## src/rtl/dev_bus_arbiter.sv

```systemverilog
// Two-master round-robin arbiter for the single bridge port; each transaction runs IDLE -> ACCESS -> DONE.
// Optional `DEV_ARB_ADDR_CHECK_EN` blocks accesses outside 0x7F00-0x7F1F (addr[15:4]) and flags them on err.
module dev_bus_arbiter #(
    parameter int AW = 32,
    parameter int DW = 32
) (
    input  logic          clk,
    input  logic          reset,
    input  logic          req0,
    input  logic          we0,
    input  logic [AW-1:0] addr0,
    input  logic [DW-1:0] wdata0,
    input  logic          req1,
    input  logic          we1,
    input  logic [AW-1:0] addr1,
    input  logic [DW-1:0] wdata1,
    output logic          ack0,
    output logic [DW-1:0] rdata0,
    output logic          ack1,
    output logic [DW-1:0] rdata1,
    output logic          PrWE,
    output logic [AW-1:0] PrAddr,
    output logic [DW-1:0] Pr_WD,
    input  logic [DW-1:0] PrRD,
    output logic          err,
    output logic [1:0]    dbg_state
);

    // Handshake: a master holds reqN and its command stable until it samples ackN;
    // reqN still high in the cycle after ackN is a new request.
    typedef enum logic [1:0] {
        S_IDLE   = 2'd0,
        S_ACCESS = 2'd1,
        S_DONE   = 2'd2
    } state_t;

    state_t        r_state;
    state_t        w_next;
    logic          r_last_grant;
    logic          r_cmd_we;
    logic [AW-1:0] r_cmd_addr;
    logic [DW-1:0] r_cmd_wd;
    logic          r_cmd_id;
    logic          r_cmd_ok;
    logic [DW-1:0] r_rd;

    logic          w_grant;
    logic          w_we;
    logic [AW-1:0] w_addr;
    logic [DW-1:0] w_wd;
    logic          w_addr_ok;
    logic          w_start;

    // On a tie the master that did not win last time takes the port.
    assign w_grant = (req0 && req1) ? ~r_last_grant : req1;
    assign w_we    = w_grant ? we1 : we0;
    assign w_addr  = w_grant ? addr1 : addr0;
    assign w_wd    = w_grant ? wdata1 : wdata0;
    assign w_start = (r_state == S_IDLE) && (req0 || req1);

`ifdef DEV_ARB_ADDR_CHECK_EN
    assign w_addr_ok = (w_addr[15:4] == 12'h7F0) || (w_addr[15:4] == 12'h7F1);
`else
    assign w_addr_ok = 1'b1;
`endif

    always_ff @(posedge clk or posedge reset) begin
        if (reset) begin
            r_state <= S_IDLE;
        end else begin
            r_state <= w_next;
        end
    end

    always_comb begin
        w_next = r_state;
        case (r_state)
            S_IDLE:   if (req0 || req1) w_next = S_ACCESS;
            S_ACCESS: w_next = S_DONE;
            S_DONE:   w_next = S_IDLE;
            default:  w_next = S_IDLE;
        endcase
    end

    always_ff @(posedge clk or posedge reset) begin
        if (reset) begin
            r_last_grant <= 1'b1;
            r_cmd_we     <= 1'b0;
            r_cmd_addr   <= '0;
            r_cmd_wd     <= '0;
            r_cmd_id     <= 1'b0;
            r_cmd_ok     <= 1'b0;
            r_rd         <= '0;
        end else begin
            if (w_start) begin
                r_last_grant <= w_grant;
                r_cmd_we     <= w_we;
                r_cmd_addr   <= w_addr;
                r_cmd_wd     <= w_wd;
                r_cmd_id     <= w_grant;
                r_cmd_ok     <= w_addr_ok;
            end
            // Blocked accesses return zero rather than whatever the bridge drives.
            if (r_state == S_ACCESS) begin
                r_rd <= r_cmd_ok ? PrRD : '0;
            end
        end
    end

    assign PrWE      = (r_state == S_ACCESS) && r_cmd_we && r_cmd_ok;
    assign PrAddr    = r_cmd_addr;
    assign Pr_WD     = r_cmd_wd;
    assign ack0      = (r_state == S_DONE) && !r_cmd_id;
    assign ack1      = (r_state == S_DONE) && r_cmd_id;
    assign rdata0    = r_rd;
    assign rdata1    = r_rd;
    assign dbg_state = r_state;

`ifdef DEV_ARB_ADDR_CHECK_EN
    assign err = (r_state == S_DONE) && !r_cmd_ok;
`else
    assign err = 1'b0;
`endif

endmodule

```

## config.mk

```make
export PLATFORM = sky130hd
export DESIGN_NAME = dev_bus_arbiter
export DESIGN_NICKNAME = d
export VERILOG_FILES = /design/src/rtl/dev_bus_arbiter.sv
export SDC_FILE = /design/constraint.sdc
export NUM_CORES = 1
export LEC_CHECK = 0
export ABC_CLOCK_PERIOD_IN_PS = 4500
export BUFFER_PORTS_ARGS = -buffer_cell sky130_fd_sc_hd__buf_4
export CAP_MARGIN = 20
export CORE_MARGIN = 4
export CORE_UTILIZATION = 44
export CTS_CLUSTER_DIAMETER = 40
export DETAILED_ROUTE_END_ITERATION = 10
export PLACE_DENSITY_LB_ADDON = 0.2
export SLEW_MARGIN = 30
export SYNTH_ARGS = -nofsm -noshare
export SYNTH_HDL_FRONTEND = slang
export SYNTH_SLANG_ARGS = --single-unit
```

## constraint.sdc

```tcl
create_clock -name clk -period 4.5 [get_ports clk]
set_input_delay 0.675 -clock clk [delete_from_list [all_inputs] [get_ports clk]]
set_output_delay 0.675 -clock clk [all_outputs]
set_load 0.01 [all_outputs]
```

==> impl_metrics.ini <==
[global_routing]
grt_start_max_net_pins = 69
grt_pass1_wl_mm = 20.3
use_met1_pct = 21.9
grt_pass1_vias = 3950
antenna_found_initial = 0
grtUsageTotal_pct = 19.3
grt_busiest_layer = met2
use_met2_pct = 35.0
grt-ovfl-total = 0
use_met3_pct = 6.99

[clocking]
htreeDepth = 3
cts_buffers = 9
cts_root_buf = clkbuf_16
post_cts_buffers = 0
tritoncts = yes
cts.path.max_buffers = 2
postCtsHoldBufs = 0
cts_resized = 0
clk_pin_slew_worst_paths_ps = 70
cts_sinks = 102
clkLatencyLatePin_ps = 340

[sta]
max-slew-margin-rel_pct = 46.1
setup_tns_ps = 0
period_share_pct = 48.8
fin_hold_ws_ps = 488
worstMarginPinSlew_ps = 808
finalSetupViolations = 0
fmax_ghz = 0.455
clock_skew_ps = 8.84
report.final.slew_viol_count = 0
timing.final.hold_violations = 0
rsz0062_at_grt = no
finalWorstSetupSlack_ps = 2300
fin_crit_ps = 2200

[setup_path]
cp_slowest_cell = buf_4
cp_cell_sequence = nor2_1 > o21ai_0 > clkinv_2 > buf_4 > mux2_2
reg2reg_from = dbg_state[1]$_DFFE_PP0P_
path_delay_family = buffers and inverters
path_class = flip-flop to flip-flop
setup.worst_path.start = dbg_state[1]$_DFFE_PP0P_
start_kind = flip-flop
cp_data_arrival_time_ps = 2410
max_stage_delay_ps = 480
r2r_slack_ps = 2300
path_buf_inv = 2
reg2reg_depth = 5
critPathCapture = PrAddr[28]$_DFFE_PP0P_
crit_path_end_kind = flip-flop
path_depth = 5
cp_max_fo = 36
r2r-end = PrAddr[28]$_DFFE_PP0P_
required_ps = 4720

[logic_synthesis]
ys_types = 25
syn_area_mm2 = 0.00518
yosysMostFrequentCell = dfrtp_1
yosysSeqAreaShare_pct = 49.3
synth_edf_count = 0
ys_ff_latch = 102
synth.largest_area_cell = dfrtp_1
syn-num-nets = 568
post_synth_inst_count = 402
synth_async_sr_flop_share_pct = 100
synthFlopType = dfrtp_1
avgSynthCellArea_um2 = 12.9
ys_top_cells_by_area = dfrtp_1 49%, mux2_4 20%, mux2_2 13%, buf_4 5.1%, nand2_1 4.6%
ys_warn_count = 0
synth_top_area_share_pct = 48.8
synthTopCellsByCount = 101 x dfrtp_1, 69 x mux2_4, 64 x nand2_1

[route]
wl_per_cell_um = 16.9
drtPass1Iterations = 4
vias_per_cell = 4.80
remaining_drc_errors = 0
routed_wl_mm = 13.7
drt_iter0_markers = 199
vias = 3882
ant_nets = 0

[layout]
fillers = 906
syn_to_final_growth_pct = 46.3
fin_util_pct = 66.1
antenna_cells = 0
drive_gt1_share_pct = 68.6
final_cells = 809
nets = 827

[power]
p_leak_uw = 0.00399
ir_drop_mv = 0.379
power_density_mw_per_mm2 = 678

[run]
cap_viol_max_count = 0

[floorplanning]
fp.dieW_um = 117
initial_core_util_pct = 45.2
row_count = 39
die_h_um = 117
core_mm2 = 0.0115
die_area_mm2 = 0.0136
ios = 300

[place]
io_buffers = 298
routabilityCongestion = 0.778
place_hpwl_mm = 10.8
dp_cells = 792
pre_cts_slack_ps = 1830

[min_path]
hp-class = input pin to async pin

[status]
status = completed
registers in the layout, indices dropped and copies added, names as in the netlist:
name          cells
dbg_state         2
r_cmd_we          1
r_cmd_id          1
r_last_grant      1
r_cmd_ok          1
Pr_WD            32
rdata0           32
PrAddr           32
how the worst min path moves through the flow:
stage | end | slack, ps | cells after the start
finish | Pr_WD[9]$_DFFE_PP0P_ | 490 | 2
global route | r_last_grant$_DFFE_PP1P_ | 510 | 2
CTS | r_last_grant$_DFFE_PP1P_ | 500 | 2
detailed placement | rdata0[31]$_DFFE_PP0N_ | 490 | 2
global placement | rdata0[3]$_DFFE_PP0N_ | 470 | 2
floorplan | r_cmd_id$_DFFE_PP0P_ | 470 | 1
through the flow:
step / instance area, µm² / total power, µW
floorplan: 5180 / 3290
global placement: 7250 / 4330
detailed placement: 7250 / 4390
CTS: 7560 / 5210
global route: 7580 / 5490
finish: 7580 / 5140
power breakdown:
| group | internal [µW] | switching, µW | total [µW] |
|---|---|---|---|
| registers | 1390 | 313 | 1700 |
| logic | 1510 | 1130 | 2630 |
| clock network | 457 | 349 | 805 |
cell type report:
type                    count  area (µm²)  area share, %
multi-input cells         239        2210           29.2
inverters                   3        15.0          0.198
well taps                 143         179           2.36
clock buffers              10         239           3.15
repair buffers            306        2310           30.5
flip-flops and latches    102        2550           33.7
clock inverters             6        75.1          0.990
layer usage:
metal | vias up | wire [µm]
li1 | 1856 | -
met5 | - | 0
met3 | 8 | 1490
met1 | 1833 | 4880
met2 | 185 | 7260
met4 | 0 | 83
worst reg2reg max path: cells and delay by family, from the launching register on:
kind / cells / cell delay [ps]
buffers and inverters: 2 / 590
DFF: 1 / 430
muxes: 1 / 430
AOI/OAI and AO/OA: 1 / 340
and+or+nand+nor: 1 / 300
placed cells by master (no fill, tap or decap), drive strengths merged:
master | netlist | final
nor3b | 1 | 1
o21ai | 1 | 1
a31oi | 1 | 1
dfrtp | 101 | 101
nand2 | 64 | 64
clkinv | 1 | 2
and3 | 1 | 1
bufinv | 0 | 1
nor3 | 1 | 1
nand3 | 32 | 32
nor2 | 1 | 1
a21o | 1 | 1
conb | 1 | 1
and3b | 1 | 1
a21oi | 1 | 1
inv | 2 | 5
nand2b | 2 | 2
mux2 | 130 | 130
a21bo | 1 | 1
clkbuf | 10 | 10
dfstp | 1 | 1
clkinvlp | 0 | 1
buf | 48 | 306
kinds of logic (layout without fill, tap and decap cells):
family | after synthesis | in the layout | share of synthesized area [%]
multiplexers | 130 | 130 | 33.2
AND/OR/NAND/NOR | 103 | 103 | 8.57
AO/OA/AOI/OAI | 5 | 5 | 0.652
other | 1 | 1 | 0.0723
buffers and inverters | 61 | 325 | 8.21
flip-flops | 102 | 102 | 49.3
Power figures use the tool's default switching activity.
